## config.mk

```make
export PLATFORM = sky130hd
export DESIGN_NAME = bf_stream_feeder
export DESIGN_NICKNAME = d
export VERILOG_FILES = /design/src/rtl/bf_pkg.sv /design/src/rtl/bf_byte_serializer.sv /design/src/rtl/bf_stream_feeder.sv
export SDC_FILE = /design/constraint.sdc
export NUM_CORES = 1
export LEC_CHECK = 0
export BUFFER_PORTS_ARGS = -buffer_cell sky130_fd_sc_hd__buf_2
export CAP_MARGIN = 0
export CORE_AREA = 2 2 170 131
export CTS_CLUSTER_SIZE = 10
export DETAILED_ROUTE_END_ITERATION = 8
export DIE_AREA = 0 0 172 133
export PLACE_DENSITY = 0.71
export SKIP_LAST_GASP = 1
export SYNTH_ARGS = -nofsm -noshare
export SYNTH_HDL_FRONTEND = slang
export SYNTH_SLANG_ARGS = --single-unit
```

## constraint.sdc

```tcl
create_clock -name clk -period 16 [get_ports clk]
set_clock_uncertainty 0.2 [all_clocks]
set_input_delay 4 -clock clk [delete_from_list [all_inputs] [get_ports clk]]
set_output_delay 4 -clock clk [all_outputs]
set_load 0.02 [all_outputs]
```

## src/rtl/bf_pkg.sv

```systemverilog
// Shared types and sizing for the Blowfish byte-stream feeder.
package bf_pkg;

    localparam int unsigned BLOCK_BYTES = 8;
    localparam int unsigned CNT_W       = $clog2(BLOCK_BYTES) + 1;

    typedef enum logic [1:0] {
        FILL,
        CIPHER,
        DRAIN
    } state_t;

endpackage

```

## src/rtl/bf_byte_serializer.sv

```systemverilog
// Loads one 64-bit block and shifts it out MSB byte first over valid/ready.
module bf_byte_serializer
    import bf_pkg::*;
(
    input  logic        clk,
    input  logic        rst,
    input  logic        load,
    input  logic [63:0] load_data,
    input  logic        load_last,
    input  logic        ready,
    output logic [7:0]  data,
    output logic        valid,
    output logic        last,
    output logic        done
);

    logic [63:0]      sr;
    logic [CNT_W-1:0] remaining;
    logic             last_blk_q;
    logic             fire;

    assign fire = valid & ready;
    assign data = sr[63:56];

    always_ff @(posedge clk or posedge rst) begin
        if (rst) begin
            sr         <= '0;
            remaining  <= '0;
            valid      <= 1'b0;
            last       <= 1'b0;
            last_blk_q <= 1'b0;
            done       <= 1'b0;
        end else begin
            done <= 1'b0;
            if (load) begin
                sr         <= load_data;
                remaining  <= CNT_W'(BLOCK_BYTES);
                valid      <= 1'b1;
                last       <= 1'b0;
                last_blk_q <= load_last;
            end else if (fire) begin
                sr        <= {sr[55:0], 8'h00};
                remaining <= remaining - CNT_W'(1);
                // last is raised as the 7th byte leaves so it is registered alongside the 8th
                if (remaining == CNT_W'(1)) begin
                    valid <= 1'b0;
                    last  <= 1'b0;
                    done  <= 1'b1;
                end else if (remaining == CNT_W'(2)) begin
                    last <= last_blk_q;
                end
            end
        end
    end

endmodule

```

## src/rtl/bf_stream_feeder.sv

```systemverilog
// Packs a byte stream into 64-bit blocks for the Blowfish core and serialises results.
module bf_stream_feeder
    import bf_pkg::*;
(
    input  logic        clk,
    input  logic        rst,
    input  logic [7:0]  in_data,
    input  logic        in_valid,
    input  logic        in_last,
    output logic        in_ready,
    input  logic        mode_dec,
    input  logic [63:0] key_in,
    output logic        core_start,
    output logic        core_enc,
    output logic        core_dec,
    output logic [63:0] core_key,
    output logic [63:0] core_text,
    input  logic        core_done,
    input  logic [63:0] core_result,
    output logic [7:0]  out_data,
    output logic        out_valid,
    output logic        out_last,
    input  logic        out_ready,
    output logic        protocol_err
);

    state_t           state, state_nxt;
    logic [CNT_W-1:0] cnt;
    logic [63:0]      text_q, key_q;
    logic             mode_q, first_of_msg, last_blk;
    logic             accept, blk_end, ser_load, ser_done;

    assign accept   = in_valid & in_ready;
    assign blk_end  = accept & (in_last | (cnt == CNT_W'(BLOCK_BYTES - 1)));
    assign ser_load = (state == CIPHER) & core_done;

    assign core_enc  = ~mode_q;
    assign core_dec  = mode_q;
    assign core_key  = key_q;
    assign core_text = text_q;

    always_ff @(posedge clk or posedge rst) begin
        if (rst) state <= FILL;
        else     state <= state_nxt;
    end

    always_comb begin
        state_nxt = state;
        case (state)
            FILL:    if (blk_end)   state_nxt = CIPHER;
            CIPHER:  if (core_done) state_nxt = DRAIN;
            // hold in DRAIN until the core has released done, so a stale done is never misread
            DRAIN:   if (!out_valid && !core_done) state_nxt = FILL;
            default: state_nxt = FILL;
        endcase
    end

    always_comb begin
        in_ready = (state == FILL);
    end

    always_ff @(posedge clk or posedge rst) begin
        if (rst) begin
            cnt          <= '0;
            text_q       <= '0;
            key_q        <= '0;
            mode_q       <= 1'b0;
            first_of_msg <= 1'b1;
            last_blk     <= 1'b0;
            core_start   <= 1'b0;
            protocol_err <= 1'b0;
        end else begin
            if (core_done && state == FILL) protocol_err <= 1'b1;
            case (state)
                FILL: begin
                    if (accept) begin
                        for (int unsigned i = 0; i < BLOCK_BYTES; i++) begin
                            if (cnt == CNT_W'(i)) text_q[8*(BLOCK_BYTES-1-i) +: 8] <= in_data;
                        end
                        cnt          <= cnt + CNT_W'(1);
                        first_of_msg <= 1'b0;
                        if (first_of_msg) begin
                            mode_q <= mode_dec;
                            key_q  <= key_in;
                        end
                        if (blk_end) begin
                            core_start <= 1'b1;
                            last_blk   <= in_last;
                            cnt        <= '0;
                        end
                    end
                end
                CIPHER: begin
                    if (core_done) core_start <= 1'b0;
                end
                DRAIN: begin
                    if (ser_done && last_blk) first_of_msg <= 1'b1;
                    if (state_nxt == FILL) begin
                        text_q <= '0;
                        cnt    <= '0;
                    end
                end
                default: ;
            endcase
        end
    end

    bf_byte_serializer u_ser (
        .clk       (clk),
        .rst       (rst),
        .load      (ser_load),
        .load_data (core_result),
        .load_last (last_blk),
        .ready     (out_ready),
        .data      (out_data),
        .valid     (out_valid),
        .last      (out_last),
        .done      (ser_done)
    );

endmodule
```

**Word level (Yosys, flattened, before mapping)**

Index checks and enable logic that the tools add are counted.
Widths: inputs -> output; s select.

- Register bits after elaboration: 211
- Bits of input ports: 143
- Logic and storage cells: 122

- Add/subtract/negate cells: 2
- Eq/ne operators: 24
- Muxes and demuxes: 40
- Bitwise gates (word level): 6
- Reductions and logical operators: 28

Operator list:

| kind | count |
|---|---|
| $mux 64 | 4 |
| $pmux 64 s2 | 1 |
| $mux 8 | 8 |
| $reduce_and 4->1 | 9 |
| $mux 4 | 5 |
| $ne 2x1->1 const B | 10 |
| $eq 4x3->1 const B | 4 |
| $mux 1 | 15 |
| $eq 4x2->1 const B | 3 |
| $reduce_and 3->1 | 4 |
| $eq 4x1->1 const B | 2 |
| $pmux 4 s2 | 1 |
| $reduce_bool 2->1 | 4 |
| $mux 2 | 3 |
| $ne 2x2->1 const B | 3 |
| $pmux 2 s3 | 1 |
| $add 4x1->4 const B | 1 |
| $and 1x1->1 | 4 |
| $logic_not 2->1 | 2 |
| $logic_not 4->1 | 1 |
| $pmux 1 s2 | 2 |
| $reduce_and 2->1 | 2 |
| $sub 4x1->4 const B | 1 |
| $logic_and 1x1->1 | 3 |
| other kinds (6) | 7 |

**Longest topological paths before layout**

- Depth after elaboration: 8
- Mapped depth: 7

**Modules after synthesis**

Synthesis repeated with hierarchy kept, for this count alone.

- Cell total of the unflattened synthesis: 690
- Area total of the unflattened synthesis: 8,914.8 sq um

Modules (own cells, without submodules):

| module | instances | cells each | area each (sq um) | sequential area each (sq um) |
|---|---|---|---|---|
| bf_stream_feeder | 1 | 365 | 5,597.9 | 3,479.6 |
| bf_byte_serializer | 1 | 325 | 3,316.9 | 1,801.7 |

**Worst setup path after synthesis**

Ideal clock, no wire load.

- Path type: input -> register
- Start point: input in_valid
- End point: register key_q[10], in the netlist core_key[10]
- Setup time: 0.125 ns
- Data arrival time: 5.165 ns
- Slack: 10.510 ns
- Stages on the path: 5
- Path buffers: 2
- Cells stage by stage: nor3b_4 > and2_1 > buf_4 > buf_6 > mux2_2

- Word-level cells in the longest chain between the ends: 2

Ends and longest elaborated chain:

| item | RTL line | text |
|---|---|---|
| start: declaration | bf_stream_feeder.sv:8 | `input logic in_valid,` |
| $and 1x1->1 | bf_stream_feeder.sv:33 | `assign accept = in_valid & in_ready;` |
| $reduce_and 3->1 (no line) | - |  |
| end signal: assignment | bf_stream_feeder.sv:84 | `key_q <= key_in;` |
| end: declaration | bf_stream_feeder.sv:29 | `logic [63:0] text_q, key_q;` |

No other way between the ends.
A chain may end at the register's enable or synchronous reset.

**Final worst setup path**

- Start point: register state[0]
- End point: output in_ready

- Word-level cells in the longest chain between the ends: 1

Ends and longest elaborated chain:

| item | RTL line | text |
|---|---|---|
| start: declaration | bf_stream_feeder.sv:27 | `state_t state, state_nxt;` |
| start signal: assignment | bf_stream_feeder.sv:44 | `else state <= state_nxt;` |
| $logic_not 2->1 | bf_stream_feeder.sv:59 | `in_ready = (state == FILL);` |
| end: declaration | bf_stream_feeder.sv:10 | `output logic in_ready,` |

No other way between the ends.

==> out/results.txt <==
HPWL Detailed -> 13900 um
# setup viols final -> 0
Critical Path RT -> 11.80 ns
Pwr dens -> 204 nW/um^2
Synth Register Bits -> 211
# nets final -> 1100
P_int -> 1440 uW
Fin. Hold Viols -> 0
Area contributors post-synth -> dfrtp_1, mux2_2, mux2i_1
Critical path fanouts, max -> 9
Commonest non-fill, non-tap cell in the layout -> buf_2
Synth area leader -> dfrtp_1
Core footprint -> 21400 um^2
1st-iter DRT viols -> 359
Worst-path clk slew -> 0.06 ns
Pwr Total -> 2280 uW
Post-Synth Simple-Gate Area -> 6.76%
Worst slew pin tran -> 1.09 ns
Final Worst Setup Slack -> 9.96 ns
P_leak -> 0.00573 uW
Num rows -> 47
Register area share after synthesis -> 58.9%
Area delta synth->final -> 24.5%
Critical Path End -> in_ready
Setup TNS -> 0 ns
Reg-to-Reg Start -> state[0]
I/O pins -> 286
Starting Density -> 41.9%
Largest net degree at the start of global routing -> 133
Post-route ant nets -> 0
Clk_lat worst skew -> 0.51 ns
Crit start category -> register
Total gr overflow -> 0
Vias in the first global route -> 5912
Critical path endpoint category -> primary output
Final period utilization -> 37.8%
Total CTS buffers -> 25
First-pass GRT wire length -> 31500 um
Post-synth ARST share -> 100%
Comb pwr share -> 39.0%
Hold Path Class -> reg -> reg
Root Buffer -> clkbuf_16
Initial antenna violation count -> 0
RSZ-0062 raised after global routing -> no
Post-Syn Area -> 8960 um^2
Most frequent cells in the layout -> buf_2, dfrtp_1, mux2_2
CP Cell Sequence -> nor2_1, buf_2
Syn Inst Count -> 690
Adder-cell share of the synthesized area -> 0.977%
Switching pwr -> 840 uW
Drt wl/cell -> 16.1 um
DRC viols -> 0
Clk sink count -> 211
Ant. Diodes -> 0
Worst vdd ir -> 0.101 mV
Clock buffer depth -> 3
Post-cts resize count -> 0
Vias -> 6060
H-Tree Depth -> 1
Crit Path Class -> reg -> out
Routed vias/inst -> 4.83
Reg2reg end -> core_key[6]
Syn Area/Cell -> 13.0 um^2
Port Buf Inserts -> 285
Overall routing resource usage -> 17.1%
Die height -> 133 um
Yosys top cell area share -> 58.6%
Status -> complete, no violations
Setup bufs post-CTS -> 0
Main combinational cell family by area after synthesis -> multiplexers
Max Cap Violations -> 0
Hold buffer count at CTS -> 0
EDFF count, synth -> 0
Dpl ws -> 9.84 ns
Synth Area in Compound Gates -> 5.25%
Distinct cells, synth -> 39
CTS tree -> yes
Top_reg_cell synth -> dfrtp_1
Crit path largest cell delay -> 0.59 ns
Beginning of the worst hold path -> protocol_err
Reg2reg path depth -> 4
Crit path from -> state[0]
Die X -> 172 um
CP arrival -> 1.84 ns
Fin. max-slew vios -> 0
Layout cells sized above 1 -> 47.1%
Sw frac -> 36.8%
Fmax -> 0.166 GHz
Clock power frac -> 21.6%
YS warnings -> 0
Critical path's slowest cell -> nor2_1
Die ar. -> 22900 um^2
Fin crit period -> 6.04 ns
Post-synthesis mux area share -> 23.8%
Post-Syn Nets -> 840
Post-Synth XOR/XNOR Area -> 0.293%
Reg2reg setup slack -> 13.42 ns
Final WL -> 20200 um
GP Congestion -> 0.783
First-pass iteration count of the detailed router -> 4
Register share of total power -> 39.5%
Relative slew margins -> 27.4%
==> through the flow <==
stage	area, um^2	instances	hold slack (ns)	util (%)
floorplan	8960	690	0.246	-
detailed placement	10500	1217	0.239	48.9
finish	11200	1255	0.258	52.1
global placement	10500	1217	0.235	48.9
CTS	11200	1255	0.258	52.1
global route	11200	1255	0.286	52.1
==> power groups by stage <==
stage          clock network, uW  logic [uW]  registers, uW
2_1_floorplan                  0         453           1080
3_3_place_gp                   0         874            900
3_5_place_dp                   0         898            907
4_1_cts                      506         900            900
5_1_grt                      526         963            928
6_report                     492         889            900
==> layer usage <==
| metal | part of all wire (%) | GRT usage, % | routed length [um] | vias to the layer above |
|---|---|---|---|---|
| met1 | 46 | 23.6 | 9300 | 2956 |
| met4 | 2.3 | 4.34 | 466 | 0 |
| met5 | 0 | 0 | 0 | - |
| met2 | 45 | 27.4 | 9070 | 194 |
| li1 | - | - | - | 2877 |
| met3 | 6.6 | 3.95 | 1330 | 33 |
==> synthesized netlist by cell type (3+ instances only) <==
cell type	n
a21o_1	9
clkbuf_1	21
buf_2	16
nand2_1	96
nand3_1	11
mux2_4	32
dfrtp_1	210
nor2_1	8
o21ai_0	62
and2_1	3
buf_6	9
and2_0	6
inv_1	9
ha_1	7
mux2i_1	57
buf_4	9
mux2_2	96
==> sequential cells by signal, summed over array words and instances (netlist names) <==
signal            cells
u_ser.remaining       4
last_blk              1
core_text            64
u_ser.done            1
core_start            1
first_of_msg          1
core_key             64
u_ser.valid           1
u_ser.sr             64
cnt                   4
u_ser.last_blk_q      1
core_dec              1
state                 2
u_ser.last            1
protocol_err          1
==> worst max-delay path: cells and delay by family, from the launching register on <==
| family | cells | cell delay [ns] |
|---|---|---|
| buffers and inverters | 1 | 0.29 |
| flip-flops | 1 | 0.46 |
| AND/OR/NAND/NOR | 1 | 0.59 |
==> logic make-up (layout without fill, tap and decap cells) <==
logic type / Yosys count / in the layout
AO/OA/AOI/OAI: 82 / 82
XOR/XNOR: 3 / 3
AND/OR/NAND/NOR: 138 / 138
buffers and inverters: 64 / 335
multiplexers: 185 / 185
adder cells (fa/ha/maj): 7 / 7
flip-flops: 211 / 211
==> worst min-delay path by stage <==
stage                  endpoint  slack, ns  depth (start not counted)
3_5_place_dp       protocol_err       0.24                          1
5_1_grt            protocol_err       0.29                          1
2_1_floorplan  u_ser.last_blk_q       0.25                          2
6_report           protocol_err       0.26                          1
3_3_place_gp       protocol_err       0.23                          1
4_1_cts            protocol_err       0.26                          1
==> area by class of cell <==
class,count,area (um^2)
Tap cell,294,368
Clock inverter,2,17.5
Sequential cell,211,5280
Clock buffer,36,667
Fill cell,1938,10200
Inverter,9,41.3
Multi-Input combinational cell,415,3340
Timing Repair Buffer,288,1450
Power figures use the tool's default switching activity.
